==> config.mk <==
export PLATFORM = sky130hd
export DESIGN_NAME = pe_output_serializer
export DESIGN_NICKNAME = d
export VERILOG_FILES = /design/src/rtl/pe_pkg.sv /design/src/rtl/pe_frame_slot.sv /design/src/rtl/pe_output_serializer.sv
export SDC_FILE = /design/constraint.sdc
export NUM_CORES = 1
export LEC_CHECK = 0
export ABC_AREA = 1
export BUFFER_PORTS_ARGS = -buffer_cell sky130_fd_sc_hd__clkbuf_2
export CORE_UTILIZATION = 44
export DETAILED_ROUTE_END_ITERATION = 10
export GPL_TIMING_DRIVEN = 0
export SLEW_MARGIN = 30
export SYNTH_ARGS = -nofsm -noshare
export SYNTH_HDL_FRONTEND = slang
export SYNTH_SLANG_ARGS = --single-unit
==> constraint.sdc <==
create_clock -name clk -period 2.86 [get_ports clk]
set_clock_uncertainty 0.2 [all_clocks]
set_input_delay 0.286 -clock clk [delete_from_list [all_inputs] [get_ports clk]]
set_output_delay 0.286 -clock clk [all_outputs]
set_load 0.03 [all_outputs]
==> src/rtl/pe_pkg.sv <==
// Shared types and helpers for the PE output serializer.
// The zero-skip helper is only used when PE_OUTPUT_ZERO_SKIP_EN is defined.
package pe_pkg;

  typedef enum logic [0:0] {IDLE, STREAM} ser_state_t;

  localparam int unsigned NUM_FRAMES = 2;

  // Upper bound on NUM_PE accepted by next_nonzero.
  localparam int unsigned MAX_PE = 64;

  // First set bit of mask strictly above 'from' and below 'num'; returns num if none.
  function automatic int unsigned next_nonzero(input logic [MAX_PE-1:0] mask,
                                               input int unsigned       from,
                                               input int unsigned       num);
    logic found;
    found        = 1'b0;
    next_nonzero = num;
    for (int unsigned i = 0; i < MAX_PE; i++) begin
      if (!found && i > from && i < num && mask[i]) begin
        next_nonzero = i;
        found        = 1'b1;
      end
    end
  endfunction

endpackage

==> src/rtl/pe_frame_slot.sv <==
// One frame buffer: loads all NUM_PE elements at once, reads one by index.
// With PE_OUTPUT_ZERO_SKIP_EN it also keeps a per-element nonzero mask.
module pe_frame_slot #(
  parameter int unsigned NUM_PE       = 4,
  parameter int unsigned PE_OUT_WIDTH = 8
) (
  input  logic                           clk,
  input  logic                           reset,
  input  logic                           load,
  input  logic [NUM_PE*PE_OUT_WIDTH-1:0] frame_in,
  input  logic [$clog2(NUM_PE)-1:0]      idx,
`ifdef PE_OUTPUT_ZERO_SKIP_EN
  output logic [NUM_PE-1:0]              nz_mask,
`endif
  output logic [PE_OUT_WIDTH-1:0]        elem
);

  logic [PE_OUT_WIDTH-1:0] data_q [NUM_PE];

  always_ff @(posedge clk or negedge reset) begin
    if (!reset) begin
      for (int i = 0; i < NUM_PE; i++) data_q[i] <= '0;
    end else if (load) begin
      for (int i = 0; i < NUM_PE; i++) data_q[i] <= frame_in[i*PE_OUT_WIDTH +: PE_OUT_WIDTH];
    end
  end

  assign elem = data_q[idx];

`ifdef PE_OUTPUT_ZERO_SKIP_EN
  logic [NUM_PE-1:0] mask_q;

  always_ff @(posedge clk or negedge reset) begin
    if (!reset) begin
      mask_q <= '0;
    end else if (load) begin
      for (int i = 0; i < NUM_PE; i++) mask_q[i] <= |frame_in[i*PE_OUT_WIDTH +: PE_OUT_WIDTH];
    end
  end

  assign nz_mask = mask_q;
`endif

endmodule

==> src/rtl/pe_output_serializer.sv <==
// Ping-pong frame buffer that streams captured PE outputs one element per beat.
// Optional zero skipping and out_index port under PE_OUTPUT_ZERO_SKIP_EN.
module pe_output_serializer
  import pe_pkg::*;
#(
  parameter int unsigned NUM_PE       = 4,
  parameter int unsigned PE_OUT_WIDTH = 8
) (
  input  logic                           clk,
  input  logic                           reset,
  input  logic                           capture,
  input  logic [NUM_PE*PE_OUT_WIDTH-1:0] pe_out_bus,
  output logic                           capture_ready,
  output logic [PE_OUT_WIDTH-1:0]        out_data,
  output logic                           out_valid,
  input  logic                           out_ready,
  output logic                           out_last,
`ifdef PE_OUTPUT_ZERO_SKIP_EN
  output logic [$clog2(NUM_PE)-1:0]      out_index,
`endif
  output logic                           overflow
);

  localparam int unsigned IDX_WIDTH = $clog2(NUM_PE);

  ser_state_t             state_q, state_d;
  logic [1:0]             frame_count_q, frame_count_d;
  logic                   wr_slot_q, wr_slot_d;
  logic                   rd_slot_q, rd_slot_d;
  logic [IDX_WIDTH-1:0]   idx_q, idx_d;
  logic                   overflow_q, overflow_d;

  logic                   cap_ok, streaming, cur_nz, has_next, advance, pop;
  logic [IDX_WIDTH-1:0]   next_idx;
  logic [PE_OUT_WIDTH-1:0] slot_elem [NUM_FRAMES];
  logic [PE_OUT_WIDTH-1:0] rd_elem;
`ifdef PE_OUTPUT_ZERO_SKIP_EN
  logic [NUM_PE-1:0]      slot_mask [NUM_FRAMES];
  logic [NUM_PE-1:0]      rd_mask;
  int unsigned            nxt;
`endif

  for (genvar s = 0; s < NUM_FRAMES; s++) begin : g_slot
    pe_frame_slot #(
      .NUM_PE       (NUM_PE),
      .PE_OUT_WIDTH (PE_OUT_WIDTH)
    ) u_slot (
      .clk      (clk),
      .reset    (reset),
      .load     (cap_ok && (wr_slot_q == 1'(s))),
      .frame_in (pe_out_bus),
      .idx      (idx_q),
`ifdef PE_OUTPUT_ZERO_SKIP_EN
      .nz_mask  (slot_mask[s]),
`endif
      .elem     (slot_elem[s])
    );
  end

  always_comb begin
    capture_ready = (frame_count_q < 2'(NUM_FRAMES));
    cap_ok        = capture && capture_ready;
    rd_elem       = slot_elem[rd_slot_q];
    streaming     = (state_q == STREAM);

`ifdef PE_OUTPUT_ZERO_SKIP_EN
    rd_mask  = slot_mask[rd_slot_q];
    cur_nz   = rd_mask[idx_q];
    nxt      = next_nonzero(MAX_PE'(rd_mask), 32'(idx_q), NUM_PE);
    has_next = (nxt < NUM_PE);
    next_idx = IDX_WIDTH'(nxt);
`else
    cur_nz   = 1'b1;
    has_next = (idx_q != IDX_WIDTH'(NUM_PE - 1));
    next_idx = idx_q + 1'b1;
`endif

    out_valid = streaming && cur_nz;
    out_last  = out_valid && !has_next;
    out_data  = out_valid ? rd_elem : '0;

    // Zero elements are stepped over without waiting for the consumer.
    advance = streaming && (!cur_nz || out_ready);
    pop     = advance && !has_next;

    frame_count_d = frame_count_q + {1'b0, cap_ok} - {1'b0, pop};
    wr_slot_d     = wr_slot_q ^ cap_ok;
    rd_slot_d     = rd_slot_q ^ pop;
    overflow_d    = overflow_q | (capture && !capture_ready);

    idx_d = idx_q;
    if (advance) idx_d = has_next ? next_idx : '0;

    // Looking at frame_count_d lets a fresh capture start streaming on the next cycle
    // and lets a frame captured alongside a pop follow without a bubble.
    state_d = state_q;
    unique case (state_q)
      IDLE:    if (frame_count_d != 2'd0) state_d = STREAM;
      STREAM:  if (pop && frame_count_d == 2'd0) state_d = IDLE;
      default: state_d = IDLE;
    endcase
  end

  always_ff @(posedge clk or negedge reset) begin
    if (!reset) begin
      state_q       <= IDLE;
      frame_count_q <= '0;
      wr_slot_q     <= 1'b0;
      rd_slot_q     <= 1'b0;
      idx_q         <= '0;
      overflow_q    <= 1'b0;
    end else begin
      state_q       <= state_d;
      frame_count_q <= frame_count_d;
      wr_slot_q     <= wr_slot_d;
      rd_slot_q     <= rd_slot_d;
      idx_q         <= idx_d;
      overflow_q    <= overflow_d;
    end
  end

  assign overflow = overflow_q;
`ifdef PE_OUTPUT_ZERO_SKIP_EN
  assign out_index = idx_q;
`endif

endmodule
# After elaboration in Yosys (flattened, before gate mapping)
# Cells that the tools add are included.
dict set report classes {
  n_lt_le_gt_ge 3
  reduce_logical 12
  bitwise_logic 7
  n_mux 14
  eq_ne 1
  n_addsub 3
}
# cell count
set ops {}
lappend ops {{$mux 8} 8}
lappend ops {{$bmux 8 s2} 2}
lappend ops {{$logic_and 1x1->1} 8}
lappend ops {{$ge 3x3->1 const B} 1}
lappend ops {{$not 2->3} 1}
lappend ops {{$add 2x1->2} 1}
lappend ops {{$add 2x1->2 const B} 1}
lappend ops {{$ge 2x2->1 const B} 1}
lappend ops {{$logic_not 1->1} 2}
lappend ops {{$logic_not 2->1} 1}
lappend ops {{$lt 2x2->1 const B} 1}
lappend ops {{$mux 1} 2}
lappend ops {{$mux 2} 1}
lappend ops {{$ne 2x2->1 const B} 1}
lappend ops {{$not 1->1} 2}
lappend ops {{$not 1->2} 1}
lappend ops {{$pmux 1 s2} 1}
lappend ops {{$reduce_bool 2->1} 1}
lappend ops {{$sub 2x1->2} 1}
lappend ops {{$xor 1x1->1} 2}
lappend ops {{$or 1x1->1} 1}
dict set report totals {
  reg_bits 72
  in_bits 36
}

# Longest topological paths before layout
dict set report logic_depth {
  word_depth 8
  ltp_mapped 8
  mapped_depth_nobuf 8
}

# Hierarchy
# Synthesis repeated with hierarchy kept, for this count alone.
dict set report unflattened {
  hier_cells 460
  area_unflattened_um2 3575.9
}
# module instances cells_per_inst area_per_inst_um2
set modules_own_cells {}
lappend modules_own_cells {pe_frame_slot 2 197 1529.0}
lappend modules_own_cells {pe_output_serializer 1 66 518.0}

# Worst setup path before layout
# Ideal clock, no wire load.
dict set report synth_path {
  path_type {register to output}
  start {reg idx_q[0]}
  end {out out_data[6]}
  setup_slack_ns 1.067
  stages_incl_launch_ff 8
  arrival_time_ns 1.307
  path_buffers 2
  cell_sequence {dfrtp_1 buf_6 buf_2 nand2_1 nand3_1 nand3_1 nand2_1 nor2_1}
}
dict set report synth_between {
  elab_chain_len 8
  elab_cells_between_ends 11
  classes_between {mux: 10; bitwise: 1}
}
# item line
set synth_lines {}
lappend synth_lines {{from (decl)} pe_output_serializer.sv:30} ;# logic [IDX_WIDTH-1:0] idx_q, idx_d;
lappend synth_lines {{from (signal assigned)} pe_output_serializer.sv:117} ;# idx_q <= idx_d;
lappend synth_lines {{$not 2->3 (not written as such) *} pe_frame_slot.sv:28} ;# assign elem = data_q[idx];
lappend synth_lines {{$bmux 8 s2} pe_frame_slot.sv:28}
lappend synth_lines {{$mux 8 (not written as such) (2 in a row)} pe_frame_slot.sv:28}
lappend synth_lines {{$mux 8 (not written as such) * (3 in a row)} pe_output_serializer.sv:63} ;# rd_elem = slot_elem[rd_slot_q];
lappend synth_lines {{$mux 8 *} pe_output_serializer.sv:80} ;# out_data = out_valid ? rd_elem : '0;
lappend synth_lines {{to (decl)} pe_output_serializer.sv:14} ;# output logic [PE_OUT_WIDTH-1:0] out_data,
# Every way passes the cells marked *; elsewhere a longest branch is shown, timed or not. The select of a mux whose other input is x is not followed.

# Final worst setup path
dict set report layout_path {
  start {reg idx_q[1]}
  end {out out_data[1]}
}
# Same word-level chain as after synthesis.

==> flow_metrics.env <==
export IMPL_status="complete, no violations"
export IMPL_grtUsageTotal=0.243
export IMPL_numCtsBuffers=9
export IMPL_yosysTopAreaCell="dfrtp_1"
export IMPL_clk_pin_slew_ps=70
export IMPL_die_h_um=91.6
export IMPL_grt_pass1_vias=3201
export IMPL_syn_area_um2=3530
export IMPL_crit_top_cell="nand3_1"
export IMPL_max_freq_mhz=440
export IMPL_area_growth_pct=26.8
export IMPL_place_ws_ps=851
export IMPL_ir_drop_uv=696
export IMPL_drt_iter0_drc=196
export IMPL_drv_cap=0
export IMPL_ioPinCount=48
export IMPL_grt_max_degree=73
export IMPL_cts_sinks=72
export IMPL_num_rows=32
export IMPL_setup_violations=0
export IMPL_multi_input_area_um2=1290
export IMPL_yosysUniqueCellTypes=19
export IMPL_fin_crit_sh=0.795
export IMPL_first_pass_iters=4
export IMPL_critPathMaxStageDelay_ps=380
export IMPL_wl_mm=9.33
export IMPL_finalHoldViolCount=0
export IMPL_setup_tns_ps=0
export IMPL_fillers=751
export IMPL_crit_family="buffers and inverters"
export IMPL_cts_resized=0
export IMPL_antenna_found_initial=0
export IMPL_ys_warn_count=0
export IMPL_rsz0062_at_grt="false"
export IMPL_cts_root_buf="clkbuf_8"
export IMPL_tightest_slew_ps=620
export IMPL_slew_headroom=0.587
export IMPL_cp_num_buf_inv=4
export IMPL_fp_dieW_um=91.6
export IMPL_synth_top_area_frac=0.510
export IMPL_syn_instance_count=461
export IMPL_core_area_um2=7770
export IMPL_clock_latency_ps=340
export IMPL_vias=3228
export IMPL_critPathMaxFanout=10
export IMPL_r2r_slack_ps=820
export IMPL_nets=593
export IMPL_ys_ff_latch=72
export IMPL_power_density_nw_per_um2=1190
export IMPL_syn_avg_cell_area_um2=7.67
export IMPL_clk_path_buf_depth=2
export IMPL_fin_ws_ps=587
export IMPL_drc=0
export IMPL_viasPerCell=4.89
export IMPL_crit_path_top_delay_cell="dfrtp_1"
export IMPL_synth_area_leaders="dfrtp_1 51%, nand2_1 16%, o21ai_0 9.1%"
export IMPL_gp_congestion=0.814
export IMPL_portBuffers=47
export IMPL_min_path_type="input port to register"
export IMPL_dieArea_um2=8400
export IMPL_synth_seq_area_share=0.510
export IMPL_synth_net_count=501
export IMPL_seqCellArea_um2=1800
export IMPL_p_leak_nw=2.33
export IMPL_finalCriticalPeriod_ps=2270
export IMPL_hpwl_mm=6.36
export IMPL_worstSetupPathType="register to primary output"
export IMPL_cp_end_kind="primary output"
export IMPL_worstPathRequired_ps=2370
export IMPL_cts_tree="done"
export IMPL_maxSlewViolCount=0
export IMPL_path_cells="buf_4 > clkinv_2 > buf_6 > nand3_1 > nand3_1 > nand2_1 > nor2_1 > clkbuf_2"
export IMPL_cp_arrival_ps=1790
export IMPL_avgRoutedWirePerCell_um=14.1
export IMPL_num_antenna_cells=0
export IMPL_htree_levels=3
export IMPL_grt_pass1_wl_mm=15.6
export IMPL_ant_nets=0
export IMPL_grt_overflow=0
export IMPL_critPathLaunchType="register"
export IMPL_initial_core_util=0.455
export IMPL_drive_gt1_frac=0.161
[synth_stat cells, drive strengths merged]
master	instances
a21oi	4
buf	20
clkbuf	7
clkinv	1
dfrtp	72
ha	4
inv	73
nand2	152
nand3	43
nor2	18
o21ai	64
o21bai	1
xnor2	1
xor2	1
[metrics by stage]
stage	area, um2	power, mW	instances	hold slack [ps]	util
floorplan	3530	3.58	461	-210	-
detailed placement	3910	4.37	610	137	0.503
global placement	3900	4.31	610	258	0.502
global route	4480	5.81	660	91.5	0.577
CTS	4480	5.39	660	69.1	0.577
finish	4480	5.35	660	72.7	0.577
[logic make-up after synthesis]
kind of cell	Yosys count	synth area share
AOI/OAI and AO/OA	69	0.0984
xor gates and xnor gates	2	0.00496
adders and majority gates	4	0.0142
buffers and inverters	101	0.126
DFF	72	0.510
and+or+nand+nor	213	0.246
[layer usage]
layer | global-route usage | wire [um] | up-vias
met4 | 0.0728 | 157 | 0
met2 | 0.413 | 4400 | 103
met5 | 0 | 0 | -
met3 | 0.0448 | 530 | 14
li1 | - | - | 1594
met1 | 0.315 | 4240 | 1517
[timing repair]
item,in CTS,in global routing
endpoints found under the hold margin,135,0
setup buffers,0,0
hold buffers,34,0
[worst min-delay path, stage by stage]
cell and delay, ps:
clkbuf_2 90, nand2_1 70, a21oi_1 60, nand3_1 70
[final cells by class]
class                   count  share of cell area
plain buffers              27              0.0368
clock buffers              11              0.0293
clock inverters             5              0.0234
inverters                  74              0.0628
multi-input cells         288               0.287
flip-flops and latches     72               0.402
well taps                 102              0.0285
repair buffers             81               0.130
[worst paths after layout]
check | startpoint | to | depth (start not counted)
worst max-delay path | idx_q[1]$_DFFE_PN0P_ | out_data[1] | 8
worst min-delay path | out_ready | out_valid$_DFF_PN0_ | 4
worst max register to register | frame_count_q[1]$_DFF_PN0_ | g_slot[1].u_slot.data_q[0]$_DFFE_PN0P_ | 7
worst min register to register | overflow$_DFF_PN0_ | overflow$_DFF_PN0_ | 1
max in group asynchronous | reset | g_slot[0].u_slot.data_q[26]$_DFFE_PN0P_ | 2
min in group asynchronous | reset | g_slot[1].u_slot.data_q[13]$_DFFE_PN0P_ | 2
[flip-flops by register name, indices dropped and copies added (netlist names)]
| register | flops |
|---|---|
| overflow | 1 |
| frame_count_q | 2 |
| rd_slot_q | 1 |
| wr_slot_q | 1 |
| g_slot.u_slot.data_q | 64 |
| out_valid | 1 |
| idx_q | 2 |
[placed cells by master (no fill, tap or decap)]
master,count
clkbuf_1,9
o21bai_1,1
dfrtp_1,72
xor2_1,1
nor2_1,17
buf_4,3
buf_6,5
clkinvlp_4,2
nor2_2,1
nand2_1,146
xnor2_1,1
nand2_2,6
dlygate4sd3_1,34
clkbuf_2,46
clkbuf_8,10
clkinv_2,1
o21ai_0,64
bufinv_16,3
inv_4,1
ha_1,4
buf_2,12
nand3_1,43
a21oi_1,4
inv_1,72
[power breakdown]
| group | switching (mW) | internal (mW) | total, mW | leakage [nW] |
|---|---|---|---|---|
| Sequential | 0.130 | 1.50 | 1.63 | 0.876 |
| Combinational | 1.87 | 0.879 | 2.75 | 1.34 |
| Clock | 0.382 | 0.580 | 0.962 | 0.110 |
Power figures use the tool's default switching activity.
